==> config.mk <==
export PLATFORM = sky130hd
export DESIGN_NAME = multicycle_control_ext
export DESIGN_NICKNAME = d
export VERILOG_FILES = /design/src/rtl/mips_ctrl_pkg.sv /design/src/rtl/mctrl_out_decode.sv /design/src/rtl/multicycle_control_ext.sv
export SDC_FILE = /design/constraint.sdc
export NUM_CORES = 1
export LEC_CHECK = 0
export ABC_AREA = 1
export ABC_CLOCK_PERIOD_IN_PS = 2400
export BUFFER_PORTS_ARGS = -buffer_cell sky130_fd_sc_hd__buf_2
export CORE_UTILIZATION = 50
export DETAILED_ROUTE_END_ITERATION = 16
export PLACE_DENSITY = 0.9
export SYNTH_ARGS = -nofsm -noshare
export SYNTH_HDL_FRONTEND = slang
export SYNTH_SLANG_ARGS = --single-unit
==> constraint.sdc <==
create_clock -name clk -period 2.4 [get_ports clk]
set_clock_uncertainty 0.1 [all_clocks]
set_input_delay 0 -clock clk [delete_from_list [all_inputs] [get_ports clk]]
set_output_delay 0 -clock clk [all_outputs]
set_load 0.05 [all_outputs]
==> src/rtl/mips_ctrl_pkg.sv <==
// Shared encodings for the extended multicycle MIPS controller: states, opcodes,
// datapath mux selects and the decoded control word.
package mips_ctrl_pkg;

   typedef enum logic [4:0] {
      S_FETCH    = 5'd0,
      S_DECODE   = 5'd1,
      S_MEMADR   = 5'd2,
      S_MEMRD    = 5'd3,
      S_MEMWB    = 5'd4,
      S_MEMWR    = 5'd5,
      S_RTYPE_EX = 5'd6,
      S_RTYPE_WB = 5'd7,
      S_BEQ      = 5'd8,
      S_BNE      = 5'd9,
      S_ADDI_EX  = 5'd10,
      S_ANDI_EX  = 5'd11,
      S_ORI_EX   = 5'd12,
      S_SLTI_EX  = 5'd13,
      S_IMM_WB   = 5'd14,
      S_JUMP     = 5'd15,
      S_JAL      = 5'd16
   } state_t;

   localparam logic [5:0] OP_RTYPE = 6'h00;
   localparam logic [5:0] OP_J     = 6'h02;
   localparam logic [5:0] OP_JAL   = 6'h03;
   localparam logic [5:0] OP_BEQ   = 6'h04;
   localparam logic [5:0] OP_BNE   = 6'h05;
   localparam logic [5:0] OP_ADDI  = 6'h08;
   localparam logic [5:0] OP_SLTI  = 6'h0A;
   localparam logic [5:0] OP_ANDI  = 6'h0C;
   localparam logic [5:0] OP_ORI   = 6'h0D;
   localparam logic [5:0] OP_LW    = 6'h23;
   localparam logic [5:0] OP_SW    = 6'h2B;

   typedef enum logic [2:0] {
      ALU_ADD   = 3'd0,
      ALU_SUB   = 3'd1,
      ALU_FUNCT = 3'd2,
      ALU_AND   = 3'd3,
      ALU_OR    = 3'd4,
      ALU_SLT   = 3'd5
   } alu_op_t;

   localparam logic [1:0] RDST_RT   = 2'b00;
   localparam logic [1:0] RDST_RD   = 2'b01;
   localparam logic [1:0] RDST_RA   = 2'b10;

   localparam logic [1:0] M2R_ALU   = 2'b00;
   localparam logic [1:0] M2R_MDR   = 2'b01;
   localparam logic [1:0] M2R_PC    = 2'b10;

   localparam logic [1:0] SRCB_RT   = 2'b00;
   localparam logic [1:0] SRCB_4    = 2'b01;
   localparam logic [1:0] SRCB_IMM  = 2'b10;
   localparam logic [1:0] SRCB_IMM4 = 2'b11;

   localparam logic [1:0] PCS_ALU    = 2'b00;
   localparam logic [1:0] PCS_ALUOUT = 2'b01;
   localparam logic [1:0] PCS_JUMP   = 2'b10;

   // wait_rdy marks states whose write strobes must be qualified by mem_ready
   typedef struct packed {
      logic       pc_write;
      logic       branch;
      logic       nef;
      logic       iord;
      logic       mem_req;
      logic       mem_write;
      logic       ir_write;
      logic       reg_write;
      logic [1:0] reg_dst;
      logic [1:0] mem_to_reg;
      logic       alu_src_a;
      logic [1:0] alu_src_b;
      logic       ext_zero;
      logic [1:0] pc_src;
      alu_op_t    alu_op;
      logic       wait_rdy;
   } ctrl_t;

endpackage

==> src/rtl/mctrl_out_decode.sv <==
// Pure combinational state -> control word decode; zero latency, no handshake.
// Unreachable encodings decode to an all-zero word.
module mctrl_out_decode
   import mips_ctrl_pkg::*;
(
   input  state_t i_state,
   output ctrl_t  o_ctl
);

   always_comb begin
      o_ctl = '0;
      case (i_state)
         S_FETCH: begin
            o_ctl.mem_req   = 1'b1;
            o_ctl.alu_src_b = SRCB_4;
            o_ctl.pc_write  = 1'b1;
            o_ctl.ir_write  = 1'b1;
            o_ctl.wait_rdy  = 1'b1;
         end
         S_DECODE: o_ctl.alu_src_b = SRCB_IMM4;
         S_MEMADR: begin
            o_ctl.alu_src_a = 1'b1;
            o_ctl.alu_src_b = SRCB_IMM;
         end
         S_MEMRD: begin
            o_ctl.mem_req = 1'b1;
            o_ctl.iord    = 1'b1;
         end
         S_MEMWB: begin
            o_ctl.reg_write  = 1'b1;
            o_ctl.reg_dst    = RDST_RT;
            o_ctl.mem_to_reg = M2R_MDR;
         end
         S_MEMWR: begin
            o_ctl.mem_req   = 1'b1;
            o_ctl.iord      = 1'b1;
            o_ctl.mem_write = 1'b1;
            o_ctl.wait_rdy  = 1'b1;
         end
         S_RTYPE_EX: begin
            o_ctl.alu_src_a = 1'b1;
            o_ctl.alu_src_b = SRCB_RT;
            o_ctl.alu_op    = ALU_FUNCT;
         end
         S_RTYPE_WB: begin
            o_ctl.reg_write  = 1'b1;
            o_ctl.reg_dst    = RDST_RD;
            o_ctl.mem_to_reg = M2R_ALU;
         end
         S_BEQ, S_BNE: begin
            o_ctl.alu_src_a = 1'b1;
            o_ctl.alu_src_b = SRCB_RT;
            o_ctl.alu_op    = ALU_SUB;
            o_ctl.branch    = 1'b1;
            o_ctl.pc_src    = PCS_ALUOUT;
            o_ctl.nef       = (i_state == S_BNE);
         end
         S_ADDI_EX, S_ANDI_EX, S_ORI_EX, S_SLTI_EX: begin
            o_ctl.alu_src_a = 1'b1;
            o_ctl.alu_src_b = SRCB_IMM;
            o_ctl.ext_zero  = (i_state == S_ANDI_EX) || (i_state == S_ORI_EX);
            case (i_state)
               S_ANDI_EX: o_ctl.alu_op = ALU_AND;
               S_ORI_EX:  o_ctl.alu_op = ALU_OR;
               S_SLTI_EX: o_ctl.alu_op = ALU_SLT;
               default:   o_ctl.alu_op = ALU_ADD;
            endcase
         end
         S_IMM_WB: begin
            o_ctl.reg_write  = 1'b1;
            o_ctl.reg_dst    = RDST_RT;
            o_ctl.mem_to_reg = M2R_ALU;
         end
         S_JUMP: begin
            o_ctl.pc_write = 1'b1;
            o_ctl.pc_src   = PCS_JUMP;
         end
         S_JAL: begin
            o_ctl.pc_write   = 1'b1;
            o_ctl.pc_src     = PCS_JUMP;
            o_ctl.reg_write  = 1'b1;
            o_ctl.reg_dst    = RDST_RA;
            o_ctl.mem_to_reg = M2R_PC;
         end
         default: o_ctl = '0;
      endcase
   end

endmodule

==> src/rtl/multicycle_control_ext.sv <==
// Multicycle MIPS main control FSM with memory wait handshake and illegal-op pulse.
// Outputs are Moore decodes of the state; FETCH/MEMRD/MEMWR hold until mem_ready.
module multicycle_control_ext
   import mips_ctrl_pkg::*;
#(
   parameter int MEM_WAIT = 1,
   parameter int ALUOP_W  = 3,
   parameter int STATE_W  = 5
)(
   input  logic               clk,
   input  logic               reset,
   input  logic [5:0]         op,
   input  logic               mem_ready,
   output logic               pc_write,
   output logic               branch,
   output logic               nef,
   output logic               iord,
   output logic               mem_req,
   output logic               mem_write,
   output logic               ir_write,
   output logic               reg_write,
   output logic [1:0]         reg_dst,
   output logic [1:0]         mem_to_reg,
   output logic               alu_src_a,
   output logic [1:0]         alu_src_b,
   output logic               ext_zero,
   output logic [1:0]         pc_src,
   output logic [ALUOP_W-1:0] alu_op,
   output logic               illegal_op,
   output logic [STATE_W-1:0] state_dbg
);

   state_t r_state;
   logic   r_illegal;
   ctrl_t  w_ctl;
   logic   w_ready;
   logic   w_go;

   assign w_ready = (MEM_WAIT != 0) ? mem_ready : 1'b1;

   always_ff @(posedge clk or negedge reset) begin
      if (!reset) begin
         r_state   <= S_FETCH;
         r_illegal <= 1'b0;
      end else begin
         r_illegal <= 1'b0;
         case (r_state)
            S_FETCH:  if (w_ready) r_state <= S_DECODE;
            S_DECODE: begin
               case (op)
                  OP_RTYPE:     r_state <= S_RTYPE_EX;
                  OP_LW, OP_SW: r_state <= S_MEMADR;
                  OP_BEQ:       r_state <= S_BEQ;
                  OP_BNE:       r_state <= S_BNE;
                  OP_ADDI:      r_state <= S_ADDI_EX;
                  OP_ANDI:      r_state <= S_ANDI_EX;
                  OP_ORI:       r_state <= S_ORI_EX;
                  OP_SLTI:      r_state <= S_SLTI_EX;
                  OP_J:         r_state <= S_JUMP;
                  OP_JAL:       r_state <= S_JAL;
                  default: begin
                     r_state   <= S_FETCH;
                     r_illegal <= 1'b1;
                  end
               endcase
            end
            S_MEMADR:   r_state <= (op == OP_LW) ? S_MEMRD : S_MEMWR;
            S_MEMRD:    if (w_ready) r_state <= S_MEMWB;
            S_MEMWR:    if (w_ready) r_state <= S_FETCH;
            S_RTYPE_EX: r_state <= S_RTYPE_WB;
            S_ADDI_EX, S_ANDI_EX, S_ORI_EX, S_SLTI_EX:
                        r_state <= S_IMM_WB;
            default:    r_state <= S_FETCH;
         endcase
      end
   end

   mctrl_out_decode u_dec (
      .i_state (r_state),
      .o_ctl   (w_ctl)
   );

   // Write strobes are qualified by mem_ready where the access may stall, and
   // forced low while reset is held so no partial write escapes.
   assign w_go       = ~w_ctl.wait_rdy | w_ready;
   assign pc_write   = reset & w_ctl.pc_write  & w_go;
   assign ir_write   = reset & w_ctl.ir_write  & w_go;
   assign mem_write  = reset & w_ctl.mem_write & w_go;
   assign reg_write  = reset & w_ctl.reg_write;
   assign branch     = reset & w_ctl.branch;
   assign illegal_op = reset & r_illegal;

   assign nef        = w_ctl.nef;
   assign iord       = w_ctl.iord;
   assign mem_req    = w_ctl.mem_req;
   assign reg_dst    = w_ctl.reg_dst;
   assign mem_to_reg = w_ctl.mem_to_reg;
   assign alu_src_a  = w_ctl.alu_src_a;
   assign alu_src_b  = w_ctl.alu_src_b;
   assign ext_zero   = w_ctl.ext_zero;
   assign pc_src     = w_ctl.pc_src;
   assign alu_op     = ALUOP_W'(w_ctl.alu_op);
   assign state_dbg  = STATE_W'(r_state);

endmodule

==> metrics.cfg, run 1 <==
[critical_path]
crit_path_cell_trace=inv_1 -> nand2_2 -> nor2_1 -> nand2_2 -> o21ai_2 -> o21ai_1 -> nor2_2 -> buf_2
path_max_fanout=4
cp_slowest_cell=dfrtp_1
cp.arrival_ns=1.82
critPathKind=flip-flop to output pin
endpoint_kind=output pin
crit_path_start_kind=flip-flop
worstPathRequired_ns=2.30
slowest_delay_ns=0.41
critPathTopFamily=simple AND/OR/NAND/NOR gates
critPathBufInv=2
cpMostUsedCell=nand2_2

[clock_tree]
hold_buffers=2
cts.path.max_buffers=2
cts-buffers-inserted=3
post_cts_buffers=0
cts.sinks=6
ctsResizeCount=0
worstSkewPairLatency_ns=0.26
cts-root-buf=clkbuf_4
cts.clk_slew.worst_paths_ns=0.05
cts_tree=yes
h-tree-depth=1

[synth]
syn-cell-area_um2=800.8
synthCells=137
synth-seq-cells=6
synth_cell_types=24
yosysWarningCount=0
avgSynthCellArea_um2=5.845
seq_area_frac_synth=0.1875
syn_nets=146

[sta]
period_needed_ns=1.916
worst_slew_pin_slew_ns=0.3849
period_share=0.7985
hold_viol=0
setup_viol=0
rsz0062_at_grt=no
holdWs_ns=0.02778
drv_slew=0
clock.fmax_ghz=0.5218
tns_ns=0
relSlewSlack=0.7425

[drt]
drtIter0Drc=24
vias=1011
ant_nets=0
wl_um=2117
remaining_drc_errors=0
wl_per_cell_um=11.03
drt-vias-per-instance=5.266
drtPass1Iterations=4

[finish]
syn2layout_area_growth_pct=30.47
multi_input_area_um2=546.8
drive_above_1_share=0.3864
fill_cells=134
fin_nets=187
final_common_cell=buf_2
register_area_um2=150.1
num_antenna_cells=0
final_cell_mix=buf_2, nand2_1, inv_1
finalInstanceArea_um2=1045

[run_status]
outcome=complete, no violations

[power_and_ir_drop]
power.density_nw_per_um2=1207
total_power_mw=1.261
pwr-share-clk=0.078
swShare=0.6644
pwr-share-comb=0.789
p_leak_nw=0.7097
ir_worst_vdd_v=0.0007010
p_sw_mw=0.8378
p_int_mw=0.4233
p_seq_frac=0.133

[placed_design]
place.gp.congestion=0.9077
io_buffers=35
dpl.hpwl_um=1745
placed_area_um2=1002

[flow_run]
cap_viol_max_count=0

[global_route]
gr-total-overflow=0
grt_usage=0.2617
grt_pass1_vias=915
antenna_found_initial=0
grt_max_degree=10
grt_pass1_wl_um=3601

[die]
die_area_um2=1766
rows=14
start_util=0.5316
die_x_um=42.02
pin_count=36
die-height_um=42.02
core_um2=1506

[worst_hold_path]
min-delay-path-class=input port to asynchronous set/reset pin

==> metrics by stage <==
| stage | instances | utilization | setup slack, ns |
|---|---|---|---|
| 3_5_place_dp | 187 | 0.6653 | 0.8039 |
| 5_1_grt | 192 | 0.6935 | 0.4055 |
| 4_1_cts | 192 | 0.6935 | 0.5283 |
| 3_3_place_gp | 187 | 0.6653 | 0.8321 |
| 6_report | 192 | 0.6935 | 0.4836 |
| 2_1_floorplan | 137 | - | 0.06707 |
==> Yosys cell counts, drive strengths merged <==
cell	number	area share
buf	1	0.0094
nand2	41	0.23
clkinv	1	0.0062
nor3b	1	0.016
a31oi	1	0.0078
nor2	28	0.19
a21oi	2	0.017
dfrtp	6	0.19
inv	28	0.13
o211ai	1	0.0094
nor3	1	0.0062
nand4	2	0.016
o21ai	5	0.036
nand3	19	0.14
==> metal layers <==
layer | track usage | up-vias | part of all wire
met3 | 0.02586 | 9 | 0.063
met1 | 0.3162 | 445 | 0.39
met4 | 0.1375 | 0 | 0.032
met5 | 0 | - | 0
met2 | 0.4563 | 48 | 0.52
li1 | - | 509 | -
==> sequential cells by signal (all words and copies together) (netlist names) <==
signal / flops
state_dbg: 5
r_illegal: 1
==> final timing paths <==
check | startpoint | to | slack (ns) | depth (start not counted)
max in group asynchronous | reset | r_illegal | 1.99 | 2
min | reset | state_dbg[1] | 0.03 | 2
max | state_dbg[0] | pc_write | 0.48 | 8
min reg2reg | state_dbg[0] | state_dbg[0] | 0.47 | 2
max reg2reg | state_dbg[1] | state_dbg[2] | 0.96 | 8
min in group clk | op[2] | state_dbg[4] | 0.03 | 4
==> kinds of logic (layout without fill, tap and decap cells) <==
logic type             count (synthesis)  after routing  synth area share
AND/OR/NAND/NOR                       92             92            0.5953
buffers and inverters                 30             69            0.1469
AO/OA/AOI/OAI                          9              9           0.07031
flip-flops                             6              6            0.1875
==> final cells by class <==
| type | instances | area share |
|---|---|---|
| multi-input cells | 101 | 0.5234 |
| repair buffers | 37 | 0.1868 |
| flip-flops and latches | 6 | 0.1437 |
| inverters | 29 | 0.1054 |
| clock buffers | 3 | 0.02156 |
| well taps | 16 | 0.01916 |
==> power groups by stage <==
| stage | registers, mW | logic, mW | clock network (mW) |
|---|---|---|---|
| 3_5_place_dp | 0.170 | 0.989 | 0 |
| 4_1_cts | 0.168 | 0.994 | 0.0992 |
| 2_1_floorplan | 0.239 | 0.727 | 0 |
| 6_report | 0.168 | 0.994 | 0.0984 |
| 5_1_grt | 0.176 | 1.06 | 0.104 |
| 3_3_place_gp | 0.170 | 0.973 | 0 |
Power figures use the tool's default switching activity.
==> inputs of run 2 (changes only) <==
--- a/config.mk
+++ b/config.mk
@@ -6,11 +6,12 @@
 export NUM_CORES = 1
 export LEC_CHECK = 0
 export ABC_AREA = 1
-export ABC_CLOCK_PERIOD_IN_PS = 2400
+export ABC_CLOCK_PERIOD_IN_PS = 1900
 export BUFFER_PORTS_ARGS = -buffer_cell sky130_fd_sc_hd__buf_2
-export CORE_UTILIZATION = 50
+export CORE_ASPECT_RATIO = 0.75
+export CORE_UTILIZATION = 46
 export DETAILED_ROUTE_END_ITERATION = 16
-export PLACE_DENSITY = 0.9
+export PLACE_DENSITY = 0.84
 export SYNTH_ARGS = -nofsm -noshare
 export SYNTH_HDL_FRONTEND = slang
 export SYNTH_SLANG_ARGS = --single-unit
==> constraint.sdc (replaced) <==
create_clock -name clk -period 1.9 [get_ports clk]
set_clock_uncertainty 0.1 [all_clocks]
set_input_delay 0 -clock clk [delete_from_list [all_inputs] [get_ports clk]]
set_output_delay 0 -clock clk [all_outputs]
set_load 0.05 [all_outputs]
==> run 2 against run 1 <==
  * Worst setup slack lost 0.45 ns
  * Design area is 12% higher
  * Register-to-register slack got worse by 0.62 ns
  * Combinational power is 45% higher
  * Via count is 3.2% higher
  * Sequential share of layout area fell by 0.96 points
  * Routed wire length grew 25%
==> metrics.cfg, run 2 (synthesis results as in run 1) <==
[die]
die_x_um=50.18
start_util=0.5178
die_area_um2=1913
pin_count=36
die-height_um=38.14
rows=12
core_um2=1546

[clock_tree]
cts-root-buf=clkbuf_4
cts.clk_slew.worst_paths_ns=0.06
h-tree-depth=1
worstSkewPairLatency_ns=0.26
cts-buffers-inserted=3
cts_tree=yes
cts.sinks=6
cts.path.max_buffers=2

[global_route]
grt_pass1_vias=883
gr-total-overflow=0
grt_max_degree=10
grt_pass1_wl_um=3843
antenna_found_initial=0
grt_usage=0.2822

[sta]
setup_viol=0
rsz0062_at_grt=yes
hold_viol=0
drv_slew=0
period_needed_ns=1.867
clock.fmax_ghz=0.5357
layout_setup_ws_ns=0.03312
relSlewSlack=0.7054
holdWs_ns=0.01626
worst_slew_pin_slew_ns=0.4402
period_share=0.9826

[flow_run]
cap_viol_max_count=0

[drt]
ant_nets=0
wl_met3_um=231
drtPass1Iterations=4
drtIter0Drc=31
wl_um=2651
highest_layer=met4
wl_per_cell_um=13.00
wl_met2_um=1273
met1Wirelength_um=1125
drt-vias-per-instance=5.113
vias=1043
remaining_drc_errors=0

[power_and_ir_drop]
p_seq_frac=0.123
p_leak_nw=0.7431
pwr-share-comb=0.796
power.density_nw_per_um2=1546
swShare=0.6400
p_sw_mw=1.154
p_int_mw=0.6489
ir_worst_vdd_v=0.001137
pwr-share-clk=0.081

[finish]
syn2layout_area_growth_pct=45.63
num_antenna_cells=0
largest_reg_flops=5
fill_cells=119
final_cell_mix=nand2_1, buf_2, inv_1
stdcell_count=204
drive_above_1_share=0.4426
final_common_cell=nand2_1
postLayoutCoreUtil=0.7540
fin_nets=193

[placed_design]
dpl.hpwl_um=1984
io_buffers=35
place.gp.congestion=0.9239
pre_cts_ws_ns=0.2588
dp_cells=192

[critical_path]
crit_path_start_kind=flip-flop
critPathKind=flip-flop to output pin
endpoint_kind=output pin
worstPathRequired_ns=1.80
path_max_fanout=6
cp.arrival_ns=1.77

[run_status]
outcome=complete, no violations

[worst_hold_path]
min-delay-path-class=input port to asynchronous set/reset pin

-- run 2: final cells by class --
cell class | instances | area [um2] | area share
well taps | 21 | 26.28 | 0.02253
repair buffers | 43 | 260.3 | 0.2232
clock buffers | 4 | 26.28 | 0.02253
multi-input cells | 101 | 586.8 | 0.5032
flip-flops and latches | 6 | 156.4 | 0.1341
inverters | 29 | 110.1 | 0.09442
-- run 2: per-stage QoR --
stage | cell area (um2) | total power [mW] | setup TNS, ns
floorplan | 853.3 | 1.262 | 0
global placement | 1047 | 1.494 | 0
detailed placement | 1047 | 1.518 | 0
CTS | 1101 | 1.679 | 0
global route | 1166 | 1.899 | -0.06268
finish | 1166 | 1.803 | 0
-- run 2: final timing paths --
| path | from | to | slack [ns] | depth (start not counted) |
|---|---|---|---|---|
| max | state_dbg[4] | pc_write | 0.03 | 6 |
| min | reset | state_dbg[2] | 0.02 | 2 |
| max reg2reg | state_dbg[2] | state_dbg[2] | 0.34 | 9 |
| min reg2reg | state_dbg[0] | state_dbg[0] | 0.48 | 2 |
| max in group asynchronous | reset | state_dbg[1] | 1.49 | 2 |
| min in group clk | op[2] | state_dbg[4] | 0.02 | 4 |
-- run 2: layer usage --
| layer | GRT usage | vias to the layer above |
|---|---|---|
| met3 | 0.08730 | 5 |
| met1 | 0.3365 | 469 |
| li1 | - | 514 |
| met5 | 0 | - |
| met2 | 0.4833 | 55 |
| met4 | 0.1000 | 0 |
-- run 2: repair_timing --
item | 4_1_cts | 5_1_grt
endpoints found under the setup margin | 2 | 4
pin swaps | 0 | 2
hold endpoints to repair | 7 | 0
resized for setup | 1 | 3
hold buffers | 2 | 0
buffers inserted | 0 | 6
-- run 2: critical path: stages (launching register included) --
cell	delay (ns)
dfrtp_2	0.48
nor2_2	0.24
nand2_1	0.16
o21ai_4	0.17
o21ai_1	0.12
nor2_4	0.10
clkbuf_4	0.23
-- run 2: power groups by stage --
stage	combinational [mW]	sequential, mW	clock [mW]
floorplan	0.952	0.310	0
global placement	1.27	0.224	0
detailed placement	1.29	0.227	0
CTS	1.31	0.225	0.144
global route	1.52	0.227	0.151
finish	1.44	0.222	0.145
==> inputs of run 3 (changes only) <==
--- a/config.mk
+++ b/config.mk
@@ -11,6 +11,7 @@
 export CORE_ASPECT_RATIO = 0.75
 export CORE_UTILIZATION = 46
 export DETAILED_ROUTE_END_ITERATION = 16
+export GPL_TIMING_DRIVEN = 0
 export PLACE_DENSITY = 0.84
 export SYNTH_ARGS = -nofsm -noshare
 export SYNTH_HDL_FRONTEND = slang
==> run 3 against run 2 <==
  * Sequential power is 3% lower
  * Final cell count is 2.0% lower
  * Critical path depth is 3 higher
  * Via count is 2.6% lower
  * First-iteration DRC count is 48% higher
  * Die area stayed put
  * Worst setup slack better by 0.041 ns
  * Routed wire length is 16% lower
  * Utilization is 2.9 points lower
  * Sequential share of layout area is 0.54 points higher
  * Global-route usage is 1.9 points lower
  * Critical path type unchanged
  * Critical endpoint is now ir_write
==> metrics.cfg, run 3 (synthesis results as in run 1) <==
[placed_design]
dpl.hpwl_um=1846
io_buffers=35
place.gp.congestion=0.9109
dp_cells=193
placed_area_um2=1055

[critical_path]
worstPathRequired_ns=1.80
endpoint_kind=output pin
reg2regPathDepth=9
r2r_setup_slack_ns=0.43
critPathKind=flip-flop to output pin
path_max_fanout=4
crit_path_start_kind=flip-flop
cp.arrival_ns=1.73

[sta]
clock.fmax_ghz=0.5478
rsz0062_at_grt=yes
worst_slew_pin_slew_ns=0.3980
hold_viol=0
period_needed_ns=1.825
setup_viol=0
tns_ns=0
drv_slew=0
relSlewSlack=0.7337
period_share=0.9607

[clock_tree]
cts.clk_slew.worst_paths_ns=0.05
worstSkewPairLatency_ns=0.26
cts.sinks=6
cts-buffers-inserted=3
cts_tree=yes
h-tree-depth=1
cts.path.max_buffers=2
cts-root-buf=clkbuf_4

[flow_run]
cap_viol_max_count=0

[die]
die_area_um2=1913
rows=12
die-height_um=38.14
core_um2=1546
die_x_um=50.18
pin_count=36
start_util=0.5178

[power_and_ir_drop]
power.density_nw_per_um2=1487
ir_worst_vdd_v=0.001075
p_leak_nw=0.7209

[drt]
wl_um=2224
drtIter0Drc=46
wl_per_cell_um=11.12
remaining_drc_errors=0
ant_nets=0
drtPass1Iterations=4
vias=1016
drt-vias-per-instance=5.080

[finish]
final_cell_mix=nand2_1, buf_2, inv_1
syn2layout_area_growth_pct=40.00
drive_above_1_share=0.4302
num_antenna_cells=0
stdcell_count=200
finalInstanceArea_um2=1121
postLayoutCoreUtil=0.7249
largest_reg_flops=5
fin_nets=189

[worst_hold_path]
min-delay-path-class=input port to asynchronous set/reset pin

[run_status]
outcome=complete, no violations

[global_route]
grt_pass1_vias=851
grt_pass1_wl_um=3726
antenna_found_initial=0
grt_max_degree=10
gr-total-overflow=0
grt_usage=0.2633

-- run 3: cell types whose count changed in the layout (fill, tap and decap cells not counted) --
cell      previous run  this run
buf_12               1         0
buf_2               32        33
clkbuf_4             6         4
buf_4                5         3
-- run 3: what timing repair did --
| item | in CTS | in global routing |
|---|---|---|
| hold buffers | 2 | 0 |
| resized for setup | 0 | 4 |
| hold endpoints to repair | 9 | 0 |
| endpoints found under the setup margin | 0 | 4 |
| buffers inserted | 0 | 1 |
-- run 3: through the flow --
| stage | worst slack [ns] | total power [mW] | hold slack (ns) |
|---|---|---|---|
| 4_1_cts | 0.009234 | 1.637 | 0.01623 |
| 3_5_place_dp | 0.2923 | 1.499 | -0.2458 |
| 5_1_grt | -0.01992 | 1.772 | 0.04247 |
| 3_3_place_gp | 0.3264 | 1.480 | -0.2458 |
| 2_1_floorplan | 0.002670 | 1.262 | -0.3956 |
| 6_report | 0.07460 | 1.667 | 0.02991 |
-- run 3: report_power, final --
part	switching, mW	internal (mW)	total (mW)
Sequential	0.0460	0.170	0.216
Combinational	0.993	0.327	1.32
Clock	0.0509	0.0798	0.131
Total	1.09	0.577	1.67
-- run 3: worst paths after layout --
path	start	endpoint
setup / recovery	state_dbg[0]	ir_write
hold / removal	reset	state_dbg[2]
setup reg to reg	state_dbg[1]	state_dbg[2]
hold reg to reg	state_dbg[0]	state_dbg[0]
max in group asynchronous	reset	state_dbg[4]
min in group clk	op[2]	state_dbg[4]
-- run 3: final cells by class --
| class | count | area (um2) |
|---|---|---|
| Multi-Input combinational cell | 101 | 586.8 |
| Tap cell | 21 | 26.28 |
| Fill cell | 142 | 425.4 |
| Inverter | 29 | 110.1 |
| Timing Repair Buffer | 38 | 207.7 |
| Buffer | 1 | 7.507 |
| Clock buffer | 4 | 26.28 |
| Sequential cell | 6 | 156.4 |
-- run 3: per-layer routing --
metal / wire, um / track usage / vias to the layer above
li1: - / - / 506
met3: 175 / 0.05952 / 2
met4: 6 / 0.06429 / 0
met5: 0 / 0 / -
met1: 1012 / 0.3563 / 459
met2: 1029 / 0.4233 / 49
-- run 3: worst max-delay path, stage by stage (launching register included) --
cell and delay [ns]:
dfrtp_2 0.44, inv_2 0.11, nand2_2 0.13, nor2_4 0.18
inv_2 0.09, a21oi_4 0.18, nor2_2 0.05, nand2_1 0.06
inv_1 0.03, buf_2 0.20
